[src/rtl/instr_sequencer.sv]
// Purpose : steps a 16x9 program memory out to a processor as Run/DIN instruction
//           issues, waits for Done after each, handles move-immediate pairs and timeouts.
// Ports   : Clock/Resetn; prog_we/prog_addr/prog_data load memory while idle;
//           Start/Len launch a run; Done/Bus come back from the processor;
//           DIN/Run feed the processor; Busy/Finish/Err/Result report status.
module instr_sequencer #(
   parameter logic [2:0] MVI_OP  = 3'b011,
   parameter int         TIMEOUT = 8
) (
   input  logic       Clock,
   input  logic       Resetn,
   input  logic       prog_we,
   input  logic [3:0] prog_addr,
   input  logic [8:0] prog_data,
   input  logic       Start,
   input  logic [4:0] Len,
   input  logic       Done,
   input  logic [8:0] Bus,
   output logic [8:0] DIN,
   output logic       Run,
   output logic       Busy,
   output logic       Finish,
   output logic       Err,
   output logic [8:0] Result
);

   localparam int CW = $clog2(TIMEOUT + 1);

   typedef enum logic [2:0] {IDLE, FETCH, IMM, WAIT, DONE_ST} state_t;

   state_t        state;
   logic [8:0]    mem [16];
   logic [4:0]    pc;
   logic [4:0]    len_q;
   logic [CW-1:0] wait_cnt;

   logic [4:0]    pc_adv;     // PC after the current IMM/WAIT completes
   logic [3:0]    imm_idx;    // address of the immediate operand
   logic [8:0]    word_pc;
   logic [2:0]    adv_op;
   logic          len_ok;
   logic          first_bad;  // first word is MVI but the program has no room for its operand
   logic          adv_bad;    // the word about to be fetched is MVI with no operand left

   always_comb begin
      pc_adv    = (state == IMM) ? pc + 5'd2 : pc + 5'd1;
      imm_idx   = pc[3:0] + 4'd1;
      word_pc   = mem[pc[3:0]];
      adv_op    = mem[pc_adv[3:0]][8:6];
      len_ok    = (Len != 5'd0) && (Len <= 5'd16);
      first_bad = (mem[0][8:6] == MVI_OP) && (Len == 5'd1);
      adv_bad   = (adv_op == MVI_OP) && (pc_adv == len_q - 5'd1);
   end

   // Combinational read from registered state/PC; zero whenever nothing is being issued.
   always_comb begin
      DIN = 9'h000;
      case (state)
         FETCH:   DIN = word_pc;
         IMM:     DIN = mem[imm_idx];
         WAIT:    DIN = word_pc;
         default: DIN = 9'h000;
      endcase
   end

   // Program store survives reset; locked while a program is running.
   always_ff @(posedge Clock) begin
      if (prog_we && !Busy) begin
         mem[prog_addr] <= prog_data;
      end
   end

   // Run is registered, so the "no Run on a dangling MVI" decision is taken
   // on the edge that enters FETCH, using the word that FETCH will present.
   always_ff @(posedge Clock or negedge Resetn) begin
      if (!Resetn) begin
         state    <= IDLE;
         pc       <= 5'd0;
         len_q    <= 5'd0;
         wait_cnt <= '0;
         Run      <= 1'b0;
         Busy     <= 1'b0;
         Finish   <= 1'b0;
         Err      <= 1'b0;
         Result   <= 9'h000;
      end else begin
         Run    <= 1'b0;
         Finish <= 1'b0;
         case (state)
            IDLE: begin
               if (Start) begin
                  if (len_ok) begin
                     Err      <= 1'b0;
                     pc       <= 5'd0;
                     len_q    <= Len;
                     wait_cnt <= '0;
                     Busy     <= 1'b1;
                     Run      <= !first_bad;
                     state    <= FETCH;
                  end else begin
                     Err <= 1'b1;
                  end
               end
            end
            FETCH: begin
               if (word_pc[8:6] == MVI_OP) begin
                  if (pc == len_q - 5'd1) begin
                     Err   <= 1'b1;
                     Busy  <= 1'b0;
                     state <= IDLE;
                  end else begin
                     state <= IMM;
                  end
               end else begin
                  state <= WAIT;
               end
            end
            IMM, WAIT: begin
               if (Done) begin
                  Result   <= Bus;
                  pc       <= pc_adv;
                  wait_cnt <= '0;
                  // Completion is tested on the new PC before memory is read again.
                  if (pc_adv >= len_q) begin
                     Finish <= 1'b1;
                     state  <= DONE_ST;
                  end else begin
                     Run   <= !adv_bad;
                     state <= FETCH;
                  end
               end else if (wait_cnt == CW'(TIMEOUT - 1)) begin
                  // This cycle brings the count to TIMEOUT: abandon without Finish.
                  Err      <= 1'b1;
                  Busy     <= 1'b0;
                  wait_cnt <= '0;
                  state    <= IDLE;
               end else begin
                  wait_cnt <= wait_cnt + CW'(1);
               end
            end
            DONE_ST: begin
               Busy  <= 1'b0;
               state <= IDLE;
            end
            default: begin
               Busy  <= 1'b0;
               state <= IDLE;
            end
         endcase
      end
   end

endmodule

[config.mk]
export PLATFORM = sky130hd
export DESIGN_NAME = instr_sequencer
export DESIGN_NICKNAME = d
export VERILOG_FILES = /design/src/rtl/instr_sequencer.sv
export SDC_FILE = /design/constraint.sdc
export NUM_CORES = 1
export LEC_CHECK = 0
export ABC_AREA = 0
export CAP_MARGIN = 25
export CELL_PAD_IN_SITES_DETAIL_PLACEMENT = 0
export CELL_PAD_IN_SITES_GLOBAL_PLACEMENT = 1
export CORE_UTILIZATION = 46
export CTS_CLUSTER_DIAMETER = 100
export CTS_CLUSTER_SIZE = 8
export DETAILED_ROUTE_END_ITERATION = 8
export PLACE_DENSITY_LB_ADDON = 0.1
export SLEW_MARGIN = 20
export SYNTH_ARGS = -nofsm -noshare
export SYNTH_HDL_FRONTEND = slang
export SYNTH_SLANG_ARGS = --single-unit
[constraint.sdc]
create_clock -name Clock -period 3.17 [get_ports Clock]
set_clock_uncertainty 0.05 [all_clocks]
set_input_delay 0.951 -clock Clock [delete_from_list [all_inputs] [get_ports Clock]]
set_output_delay 0.951 -clock Clock [all_outputs]
set_load 0.01 [all_outputs]
# After elaboration in Yosys (flattened, before gate mapping)
# Memory sizes are Yosys's and may differ from the RTL's.
# Cells that the tools add are included.
# word_totals
ff_bits,30
ram_bits,144
input_bits,32
out_inout_bits,22
wordCells,98
memories,1
# classes
n_addsub,5
magnitude_cmp,2
eq_ne,18
n_mux,43
reduce_logical,20
# memory_table
name,depth,width,rd,rd_ports_with_merged_regs,wr,line_no,source
mem,16,9,4,0,1,32,logic [8:0] mem [16];
# ops
operator,n
$mux 1,21
$mux 5,4
$mux 3,6
$pmux 9 s2,1
$mux 4,4
$eq 3x2->1 const B,5
$ne 2x2->1 const B,7
$reduce_and 6->1,2
$eq 5x5->1,2
$pmux 5 s2,1
$pmux 3 s3,1
$reduce_and 3->1,3
$add 4x1->4 const B,2
$pmux 4 s2,1
$pmux 1 s3,2
$add 5x1->5 const B,1
$add 5x2->5 const B,1
$eq 5x1->1 const B,1
$ge 5x5->1,1
$le 5x5->1 const B,1
$reduce_bool 5->1,1
$sub 5x1->5 const B,1
$eq 4x3->1 const B,1
$logic_and 1x1->1,4
other kinds (11),14

# Depth between registers and ports, before layout
# Gate-level depths: netlist (run 1).
# An unclocked memory read counts as a cell.
# depth
depth_word,9
ltp_mapped,12

# Worst setup path after synthesis (run 1)
# OpenSTA, ideal clock, no wires.
# synth_timing
path_kind,reg-to-output
from,register pc[0]
to,output port DIN[7]
arrival_time_ns,2.339
setup_slack_ns,-0.170
path_stages_with_launch,8
path_cell_list,dfrtp_1 ha_1 clkbuf_1 buf_2 mux4_2 mux4_2 a22oi_1 nor2_1
# synth_via
elab_chain_cells,3
# synth_rtl
element,line_no,source
"start, declared",33,logic [4:0] pc;
"start signal, assigned",121,pc <= pc_adv;
$add 4x1->4,47,imm_idx = pc[3:0] + 4'd1;
$mem_v2 16x9 (*),--,
$pmux 9 s2 (*),58,case (state)
"end, declared",19,"output logic [8:0] DIN,"
# Every way passes the cells marked *; elsewhere a longest branch is shown, timed or not.

# Worst setup path after layout (run 1)
# layout_timing
from,register pc[0]
to,output port DIN[2]
# The elaborated chain is that of the path after synthesis.

==> run_results.csv, run 1 <==
group,metric,value,unit
finish,area_delta_synth_final,26.72,%
placement,place.port_buffers,53,
floorplanning,core-area,18830,um^2
sta,finalWorstPathRequiredPeriod,3.858,ns
critical_path,cp_data_arrival_time,2.86,ns
drt,detail_route.vias_per_cell,6.031,
global_routing,wire_length_of_the_first_global_routing_pass,35.68,mm
sta,finalMaxSlewViolations,0,
outcome,status,"complete, but fails checks",
finish,final_layout_size_suffix_gt1_frac,0.3922,
floorplanning,die-height,141.2,um
drt,routed_wl,23.30,mm
yosys,mappedNetlistArea,8916,um^2
yosys,synth.yosys.seq_area_share,0.5692,
critical_path,critical-path-max-stage-delay,0.50,ns
yosys,synth_edf_count,144,
global_routing,gr-total-overflow,0,
floorplanning,floorplan.initialDensity,0.4735,
yosys,synth.lib_cells_used.distinct,58,
critical_path,timing.critical_path.required,2.17,ns
critical_path,worstPathCellList,"ha_4 > buf_12 > buf_12 > mux4_2 > mux4_2 > a22oi_2 > nor2_2 > buf_2",
drt,dr_total_vias,5766,
critical_path,timing.critical_path.slowest_stage_cell,"sky130_fd_sc_hd__dfrtp_4",
finish,final_design_area_no_fill,11300,um^2
clock_network,cts.sinks,174,
global_routing,antenna_found_initial,0,
placement,gp_congestion,0.8527,
sta,worst_slew_pin_slew,0.6842,ns
clock_network,clkSlewWorstSetupHoldPaths,0.08,ns
yosys,synth_area_per_cell,16.54,um^2
critical_path,critPathLaunchType,"flip-flop",
yosys,synth-async-reset-ratio,0.1724,
critical_path,worstPathMaxFanout,8,
sta,timing.setup.tns,-5.756,ns
clock_network,cell_at_the_root_of_the_clock_tree,"sky130_fd_sc_hd__clkbuf_16",
yosys,synthCells,539,
global_routing,grt_overall_usage,0.2501,
sta,finalCritPeriodShare,1.217,
critical_path,rrSetupSlack,0.26,ns
yosys,synth_top_area_frac,0.4850,
drt,antenna_left,0,
sta,timing.final.setup_violations,9,
floorplanning,rows,50,
floorplanning,dieWidth,141.2,um
job,max_cap_viol_count,0,
drt,drtPass1Iterations,5,
power,total_power,0.01133,W
critical_path,timing.critical_path.max_delay_family,"multiplexers",
yosys,ys_top_cells_by_count,"sky130_fd_sc_hd__edfxtp_1 (144), sky130_fd_sc_hd__mux4_2 (87), sky130_fd_sc_hd__nor2_1 (32), sky130_fd_sc_hd__dfrtp_1 (30), sky130_fd_sc_hd__nand2_1 (23)",
clock_network,cts_max_level,4,
clock_network,number_of_cts_inserted_buffers,17,
finish,seq_area,5081,um^2
finish,layout.nets,723,
clock_network,worst_skew_pair.late_latency,0.44,ns
yosys,synth_top_cells_by_area,"sky130_fd_sc_hd__edfxtp_1 (48%), sky130_fd_sc_hd__mux4_2 (22%), sky130_fd_sc_hd__dfrtp_1 (8.4%)",
critical_path,setup.worst_path.class,"reg -> out",
drt,first_iter_violations,508,
clock_network,ctsLongestPathBuffers,2,
finish,antenna-diode-count,0,
drt,wire_per_inst,24.37,um
critical_path,critPathBufInv,3,
sta,finalWorstSetupSlack,-0.6882,ns
finish,nFillCells,1404,
yosys,yosys.area.top_type,"sky130_fd_sc_hd__edfxtp_1",
critical_path,setup.worst_path.end_class,"primary output",
yosys,synthMostInstantiatedCell,"sky130_fd_sc_hd__edfxtp_1",
power,leakage,4.007,nW
sta,rsz_0062_raised_after_global_routing,"yes",
yosys,synth-seq-cells,174,
outcome,failed_checks,"setup timing",
power,maximum_vdd_ir_drop,0.0004740,V
finish,multiInputGateArea,3709,um^2
min_path,hold_path_class,"reg -> reg",
yosys,synthFlopType,"sky130_fd_sc_hd__edfxtp_1",
drt,drc,0,
placement,place.detailed.hpwl,16.09,mm
global_routing,via_count_of_the_first_global_routing_pass,6035,
floorplanning,floorplan.io_pins,54,
sta,fin_hold_ws,0.4572,ns
sta,maxSlewHeadroom,0.5391,
power,power_density,1003,nW/um^2
placement,placedInstanceArea,10290,um^2
floorplanning,die-area,19940,um^2
global_routing,largest_net_degree_at_the_start_of_global_routing,31,
clock_network,cts_tree,"yes",
sta,timing.final.hold_violations,0,
finish,finalCoreUtilization,0.6000,
yosys,synthesis.yosys.warnings,0,
yosys,synthesis.nets,579,
sta,fmax,259.2,MHz
==> power breakdown <==
| part | internal, W | switching, W | total [W] |
|---|---|---|---|
| combinational | 0.00353 | 0.00270 | 0.00623 |
| sequential | 0.00269 | 0.000213 | 0.00291 |
| clock | 0.00116 | 0.00104 | 0.00219 |
| total | 0.00738 | 0.00395 | 0.0113 |
==> logic make-up after synthesis <==
family	Yosys count	share of synthesized area
buffers and inverters	47	0.02582
adder cells (fa/ha/maj)	8	0.01123
flip-flops	174	0.5692
AND/OR/NAND/NOR	118	0.07213
multiplexers	113	0.2522
AO/OA/AOI/OAI	60	0.04757
XOR/XNOR	19	0.02189
==> final timing paths <==
path | startpoint | to | depth (start not counted)
worst max-delay path | pc[0]$_DFFE_PN0P_ | DIN[2] | 8
worst min-delay path | Result[1]$_DFFE_PN0P_ | Result[1]$_DFFE_PN0P_ | 1
worst max register to register | pc[1]$_DFFE_PN0P_ | state[0]$_DFFE_PN0P_ | 14
worst min register to register | Result[1]$_DFFE_PN0P_ | Result[1]$_DFFE_PN0P_ | 1
max in group asynchronous | Resetn | pc[0]$_DFFE_PN0P_ | 2
min in group asynchronous | Resetn | len_q[2]$_DFFE_PN0P_ | 2
==> metal layers <==
metal / part of all wire / vias to the layer above / GRT usage
li1: - / 2519 / -
met4: 0.023 / 0 / 0.08467
met5: 0 / - / 0
met1: 0.42 / 3002 / 0.3309
met3: 0.058 / 31 / 0.05469
met2: 0.50 / 214 / 0.4112
==> through the flow <==
stage | std cells | worst slack (ns)
finish | 956 | -0.6882
detailed placement | 904 | -0.6826
CTS | 947 | -0.7307
global route | 956 | -0.7795
global placement | 904 | -0.6495
floorplan | 539 | 0.003352
==> registers in the layout, summed over array words and instances (netlist names) <==
name,count
Busy,1
Err,1
Finish,1
Result,9
Run,1
len_q,5
mem,144
pc,5
state,3
wait_cnt,4
==> cell type report <==
cell class | count | area share
flip-flops and latches | 174 | 0.4497
multi-input cells | 318 | 0.3282
repair buffers | 158 | 0.1321
clock buffers | 17 | 0.03765
well taps | 260 | 0.02879
clock inverters | 15 | 0.01883
inverters | 14 | 0.004651
==> repair_timing <==
item                                    in CTS  in global routing
hold buffers                                 0                  0
pin swaps                                    6                  9
endpoints found under the setup margin      11                 10
gates resized for setup                     57                 19
endpoints found under the hold margin        0                  0
buffers inserted                             9                  8
gates cloned                                 2                  1
==> placed cells by master (no fill, tap or decap), drive strengths merged, types with 4 or more instances in the layout <==
| cell type | instances |
|---|---|
| edfxtp | 144 |
| buf | 112 |
| mux4 | 87 |
| clkdlybuf4s50 | 44 |
| nor2 | 32 |
| dfrtp | 30 |
| nand2 | 23 |
| inv | 21 |
| clkbuf | 18 |
| mux2 | 13 |
| mux2i | 13 |
| xnor2 | 13 |
| nand3 | 11 |
| a22oi | 9 |
| o21ai | 9 |
| a21oi | 8 |
| nor3 | 8 |
| ha | 8 |
| clkinv | 7 |
| nor2b | 6 |
| nand4b | 6 |
| xor2 | 5 |
| nand2b | 5 |
| o21a | 4 |
| nand3b | 4 |
| o31ai | 4 |
Note: power is estimated with default switching activity, not from simulation.
==> run 2, diff against run 1 <==
--- a/config.mk
+++ b/config.mk
@@ -13,6 +13,7 @@
 export CTS_CLUSTER_DIAMETER = 100
 export CTS_CLUSTER_SIZE = 8
 export DETAILED_ROUTE_END_ITERATION = 8
+export GPL_TIMING_DRIVEN = 0
 export PLACE_DENSITY_LB_ADDON = 0.1
 export SLEW_MARGIN = 20
 export SYNTH_ARGS = -nofsm -noshare
==> run_results.csv, run 2 (synthesized netlist as in run 1, its figures left out) <==
group,metric,value,unit
finish,layout.nets,673,
critical_path,reg2reg_depth,11,
global_routing,wire_length_of_the_first_global_routing_pass,35.56,mm
power,leakage,3.683,nW
clock_network,cts_tree,"yes",
global_routing,largest_net_degree_at_the_start_of_global_routing,31,
drt,wire_per_inst,26.16,um
global_routing,groute.layer.met1.usage,0.3428,
global_routing,via_count_of_the_first_global_routing_pass,5662,
outcome,status,"complete, but fails checks",
drt,drtPass1Iterations,5,
clock_network,cts.hold.buffers_added,0,
sta,fin_hold_ws,0.4398,ns
floorplanning,dieWidth,141.2,um
clock_network,worst_skew_pair.late_latency,0.43,ns
floorplanning,die-area,19940,um^2
critical_path,timing.critical_path.required,2.17,ns
global_routing,grt_overall_usage,0.2533,
drt,first_iter_violations,537,
global_routing,antenna_found_initial,0,
drt,antenna_left,0,
floorplanning,floorplan.io_pins,54,
sta,fmax,255.5,MHz
global_routing,gr-usage-met2,0.4156,
drt,dr_total_vias,5668,
finish,layout_top_registers,"mem (144), Result (9)",
sta,timing.final.hold_violations,0,
outcome,failed_checks,"setup timing",
sta,finalMaxSlewViolations,0,
sta,worst_slew_pin_slew,0.9408,ns
min_path,holdPathStages,1,
drt,routed_wl,23.70,mm
critical_path,rrSetupSlack,0.14,ns
global_routing,global_route.usage.met3,0.04891,
sta,rsz_0062_raised_after_global_routing,"yes",
sta,maxSlewHeadroom,0.3728,
global_routing,gr-total-overflow,0,
power,maximum_vdd_ir_drop,0.0004954,V
min_path,hold_path_class,"reg -> reg",
floorplanning,rows,50,
drt,detail_route.vias_per_cell,6.256,
finish,post_layout_nonfiller_instances,906,
clock_network,ctsLongestPathBuffers,2,
finish,final_cell_mix,"sky130_fd_sc_hd__edfxtp_1 (144), sky130_fd_sc_hd__mux4_2 (87), sky130_fd_sc_hd__clkdlybuf4s50_1 (42), sky130_fd_sc_hd__dfrtp_1 (28), sky130_fd_sc_hd__nand2_1 (23)",
sta,finalWorstSetupSlack,-0.7432,ns
power,total_power,0.01107,W
clock_network,clkSlewWorstSetupHoldPaths,0.07,ns
placement,place.port_buffers,52,
critical_path,setup.worst_path.end_class,"primary output",
placement,gp_congestion,0.8653,
finish,layout_commonest_cell,"sky130_fd_sc_hd__edfxtp_1",
critical_path,worstPathMaxFanout,5,
finish,finalCoreUtilization,0.5746,
sta,timing.final.setup_violations,9,
finish,largest_register,"mem",
clock_network,cell_at_the_root_of_the_clock_tree,"sky130_fd_sc_hd__clkbuf_16",
critical_path,critPathLaunchType,"flip-flop",
floorplanning,floorplan.initialDensity,0.4735,
sta,finalWorstPathRequiredPeriod,3.913,ns
critical_path,crit-reg2reg-launch,"state[2]$_DFFE_PN0P_",
clock_network,number_of_cts_inserted_buffers,17,
placement,dp.cells,857,
clock_network,cts_max_level,4,
floorplanning,core-area,18830,um^2
clock_network,cts.sinks,174,
placement,place.detailed.hpwl,16.14,mm
finish,largest_register_ff_count,144,
floorplanning,die-height,141.2,um
finish,antenna-diode-count,0,
finish,area_delta_synth_final,21.36,%
finish,final_layout_size_suffix_gt1_frac,0.3467,
global_routing,grt_most_used_layer,"met2",
critical_path,critical_path.reg2reg.endpoint,"state[0]$_DFFE_PN0P_",
job,max_cap_viol_count,0,
critical_path,cp_data_arrival_time,2.91,ns
drt,drc,0,
sta,finalCritPeriodShare,1.234,
min_path,worstHoldStart,"Err$_DFFE_PN0P_",
min_path,endpoint_of_the_worst_hold_path,"Err$_DFFE_PN0P_",
critical_path,setup.worst_path.class,"reg -> out",
power,power_density,1023,nW/um^2
run 2: worst max-delay path, stage by stage (launching register included):
cell	delay (ns)
sky130_fd_sc_hd__dfrtp_2	0.44
sky130_fd_sc_hd__ha_4	0.37
sky130_fd_sc_hd__buf_12	0.14
sky130_fd_sc_hd__buf_16	0.13
sky130_fd_sc_hd__mux4_2	0.51
sky130_fd_sc_hd__mux4_2	0.47
sky130_fd_sc_hd__a22oi_2	0.17
sky130_fd_sc_hd__nor2_2	0.07
sky130_fd_sc_hd__buf_2	0.18
run 2: stage by stage:
stage	setup slack [ns]	setup TNS [ns]	instance area (um^2)
6_report	-0.7432	-6.307	10820
5_1_grt	-0.8209	-7.040	10820
4_1_cts	-0.7961	-6.685	10770
3_5_place_dp	-0.9968	-13.96	9889
3_3_place_gp	-0.9697	-36.14	9798
2_1_floorplan	0.003352	0	8952
run 2: how the worst max path moves through the flow:
| stage | from | to | slack, ns | depth (start not counted) |
|---|---|---|---|---|
| 5_1_grt | pc[1]$_DFFE_PN0P_ | DIN[1] | -0.82 | 8 |
| 6_report | pc[1]$_DFFE_PN0P_ | DIN[2] | -0.74 | 8 |
| 3_5_place_dp | pc[0]$_DFFE_PN0P_ | DIN[8] | -1.0 | 8 |
| 4_1_cts | pc[1]$_DFFE_PN0P_ | DIN[5] | -0.80 | 9 |
| 2_1_floorplan | pc[0]$_DFFE_PN0P_ | DIN[8] | 0.003 | 7 |
| 3_3_place_gp | pc[0]$_DFFE_PN0P_ | DIN[5] | -0.97 | 8 |
run 2: report_power, final:
part	internal, W	leakage, nW	switching, W	total [W]
combinational	0.00329	1.75	0.00292	0.00621
clock	0.00110	0.270	0.000911	0.00201
sequential	0.00269	1.67	0.000161	0.00285
run 2: what timing repair did:
action / in CTS / in global routing
pin swaps: 3 / 8
setup buffers: 12 / 0
gates cloned: 3 / 0
endpoints found under the setup margin: 11 / 10
resized for setup: 72 / 14
run 2: cell type report:
type,instances,area [um^2]
plain buffers,32,289.0
clock buffers,18,429.2
repair buffers,76,770.7
fillers,1457,8010
well taps,260,325.3
clock inverters,14,136.4
inverters,14,52.55
flip-flops and latches,174,5077
multi-input cells,318,3740
run 2: per-layer routing:
| metal | share of wire | wire length, um |
|---|---|---|
| met5 | 0 | 0 |
| met3 | 0.078 | 1840 |
| met4 | 0.024 | 571 |
| met1 | 0.41 | 9643 |
| met2 | 0.49 | 11640 |
==> run 3, diff against run 2 <==
--- a/config.mk
+++ b/config.mk
@@ -14,6 +14,7 @@
 export CTS_CLUSTER_SIZE = 8
 export DETAILED_ROUTE_END_ITERATION = 8
 export GPL_TIMING_DRIVEN = 0
+export MAX_ROUTING_LAYER = met4
 export PLACE_DENSITY_LB_ADDON = 0.1
 export SLEW_MARGIN = 20
 export SYNTH_ARGS = -nofsm -noshare
==> run_results.csv, run 3 (synthesized netlist as in run 1, its figures left out) <==
group,metric,value,unit
sta,timing.final.setup_violations,9,
drt,dr_total_vias,5628,
global_routing,gr-total-overflow,0,
sta,finalWorstSetupSlack,-0.7515,ns
power,maximum_vdd_ir_drop,0.0004947,V
clock_network,cell_at_the_root_of_the_clock_tree,"sky130_fd_sc_hd__clkbuf_16",
critical_path,timing.critical_path.slowest_stage_cell,"sky130_fd_sc_hd__mux4_2",
sta,timing.final.hold_violations,0,
sta,maxSlewHeadroom,0.3832,
clock_network,cts.sinks,174,
critical_path,reg2reg_depth,11,
floorplanning,die-height,141.2,um
critical_path,critPathBufInv,3,
min_path,hold_path_class,"reg -> reg",
critical_path,cp_common_cell,"sky130_fd_sc_hd__mux4_2",
sta,finalMaxSlewViolations,0,
finish,nFillCells,1457,
critical_path,timing.critical_path.max_delay_family,"multiplexers",
placement,dp_worst_setup_slack,-0.9968,ns
placement,place.port_buffers,52,
floorplanning,dieWidth,141.2,um
finish,final_layout_size_suffix_gt1_frac,0.3467,
clock_network,clkSlewWorstSetupHoldPaths,0.07,ns
sta,rsz_0062_raised_after_global_routing,"yes",
critical_path,critical_path.reg2reg.endpoint,"state[0]$_DFFE_PN0P_",
critical_path,worstPathMaxFanout,5,
global_routing,wire_length_of_the_first_global_routing_pass,35.53,mm
finish,seq_area,5077,um^2
floorplanning,core-area,18830,um^2
critical_path,timing.critical_path.required,2.17,ns
drt,drc,0,
finish,antenna-diode-count,0,
critical_path,critical-path-max-stage-delay,0.50,ns
finish,largest_register,"mem",
finish,area_delta_synth_final,21.36,%
clock_network,cts_tree,"yes",
drt,routed_wl,23.74,mm
clock_network,number_of_cts_inserted_buffers,17,
job,max_cap_viol_count,0,
drt,first_iter_violations,478,
outcome,failed_checks,"setup timing",
drt,antenna_left,0,
sta,finalCritPeriodShare,1.237,
min_path,endpoint_of_the_worst_hold_path,"Err$_DFFE_PN0P_",
global_routing,largest_net_degree_at_the_start_of_global_routing,31,
global_routing,via_count_of_the_first_global_routing_pass,5642,
critical_path,setup.worst_path.class,"reg -> out",
global_routing,antenna_found_initial,0,
clock_network,cts_max_level,4,
drt,drtPass1Iterations,5,
critical_path,crit-reg2reg-launch,"state[2]$_DFFE_PN0P_",
placement,gp_congestion,0.8794,
drt,detail_route.vias_per_cell,6.212,
sta,finalWorstPathRequiredPeriod,3.921,ns
floorplanning,floorplan.io_pins,54,
critical_path,worstPathCellList,"ha_4 > buf_12 > buf_16 > mux4_2 > mux4_2 > a22oi_2 > nor2_2 > buf_2",
min_path,holdPathStages,1,
critical_path,rrSetupSlack,0.15,ns
finish,multiInputGateArea,3740,um^2
finish,layout.nets,673,
min_path,worstHoldStart,"Err$_DFFE_PN0P_",
finish,largest_register_ff_count,144,
sta,worst_slew_pin_slew,0.9252,ns
critical_path,setup.worst_path.end_class,"primary output",
outcome,status,"complete, but fails checks",
finish,layout_commonest_cell,"sky130_fd_sc_hd__edfxtp_1",
floorplanning,floorplan.initialDensity,0.4735,
power,power_density,1024,nW/um^2
placement,place.detailed.hpwl,16.14,mm
power,total_power,0.01108,W
floorplanning,die-area,19940,um^2
power,leakage,3.683,nW
clock_network,ctsLongestPathBuffers,2,
clock_network,worst_skew_pair.late_latency,0.44,ns
critical_path,critPathLaunchType,"flip-flop",
sta,fmax,255.0,MHz
finish,layout_top_registers,"mem (144), Result (9)",
global_routing,grt_overall_usage,0.2614,
drt,wire_per_inst,26.20,um
critical_path,cp_data_arrival_time,2.92,ns
sta,fin_hold_ws,0.4401,ns
finish,final_cell_mix,"sky130_fd_sc_hd__edfxtp_1 (144), sky130_fd_sc_hd__mux4_2 (87), sky130_fd_sc_hd__clkdlybuf4s50_1 (42), sky130_fd_sc_hd__dfrtp_1 (28), sky130_fd_sc_hd__nand2_1 (23)",
floorplanning,rows,50,
run 3: timing repair:
action                     4_1_cts  5_1_grt
hold buffers                     0        0
resized for setup               72       14
setup buffers                   12        0
pin swaps                        3        9
cloned                           3        0
setup endpoints to repair       11       10
run 3: through the flow:
stage / cell area, um^2 / TNS (ns) / cells / util
floorplan: 8952 / 0 / 539 / -
detailed placement: 9889 / -13.96 / 857 / 0.5252
CTS: 10770 / -6.685 / 904 / 0.5721
finish: 10820 / -6.382 / 906 / 0.5746
global route: 10820 / -7.088 / 906 / 0.5746
global placement: 9798 / -36.14 / 851 / 0.5203
run 3: metal layers:
| metal | GRT usage | vias up | routed length, um |
|---|---|---|---|
| li1 | - | 2416 | - |
| met1 | 0.3447 | 2911 | 9829 |
| met2 | 0.4130 | 267 | 11710 |
| met3 | 0.05027 | 34 | 1662 |
| met4 | 0.07952 | 0 | 535 |
| met5 | - | - | 0 |
run 3: worst max path at each step:
stage | depth (start not counted) | end | start
3_3_place_gp | 8 | DIN[5] | pc[0]$_DFFE_PN0P_
2_1_floorplan | 7 | DIN[8] | pc[0]$_DFFE_PN0P_
3_5_place_dp | 8 | DIN[8] | pc[0]$_DFFE_PN0P_
4_1_cts | 9 | DIN[5] | pc[1]$_DFFE_PN0P_
6_report | 8 | DIN[5] | pc[1]$_DFFE_PN0P_
5_1_grt | 8 | DIN[1] | pc[1]$_DFFE_PN0P_
run 3: power breakdown:
| group | leakage (nW) | total (W) | switching (W) | internal, W |
|---|---|---|---|---|
| clock network | 0.270 | 0.00201 | 0.000917 | 0.00110 |
| logic | 1.75 | 0.00622 | 0.00292 | 0.00329 |
| registers | 1.67 | 0.00285 | 0.000162 | 0.00269 |
| total | 3.68 | 0.0111 | 0.00400 | 0.00708 |
run 3: area by class of cell:
cell class / count / share of cell area
multi-input combinational: 318 / 0.3456
clock buffer: 18 / 0.03966
tap: 260 / 0.03006
timing repair buffer: 76 / 0.07123
buffer: 32 / 0.02671
clock inverter: 14 / 0.01260
inverter: 14 / 0.004857
sequential: 174 / 0.4692
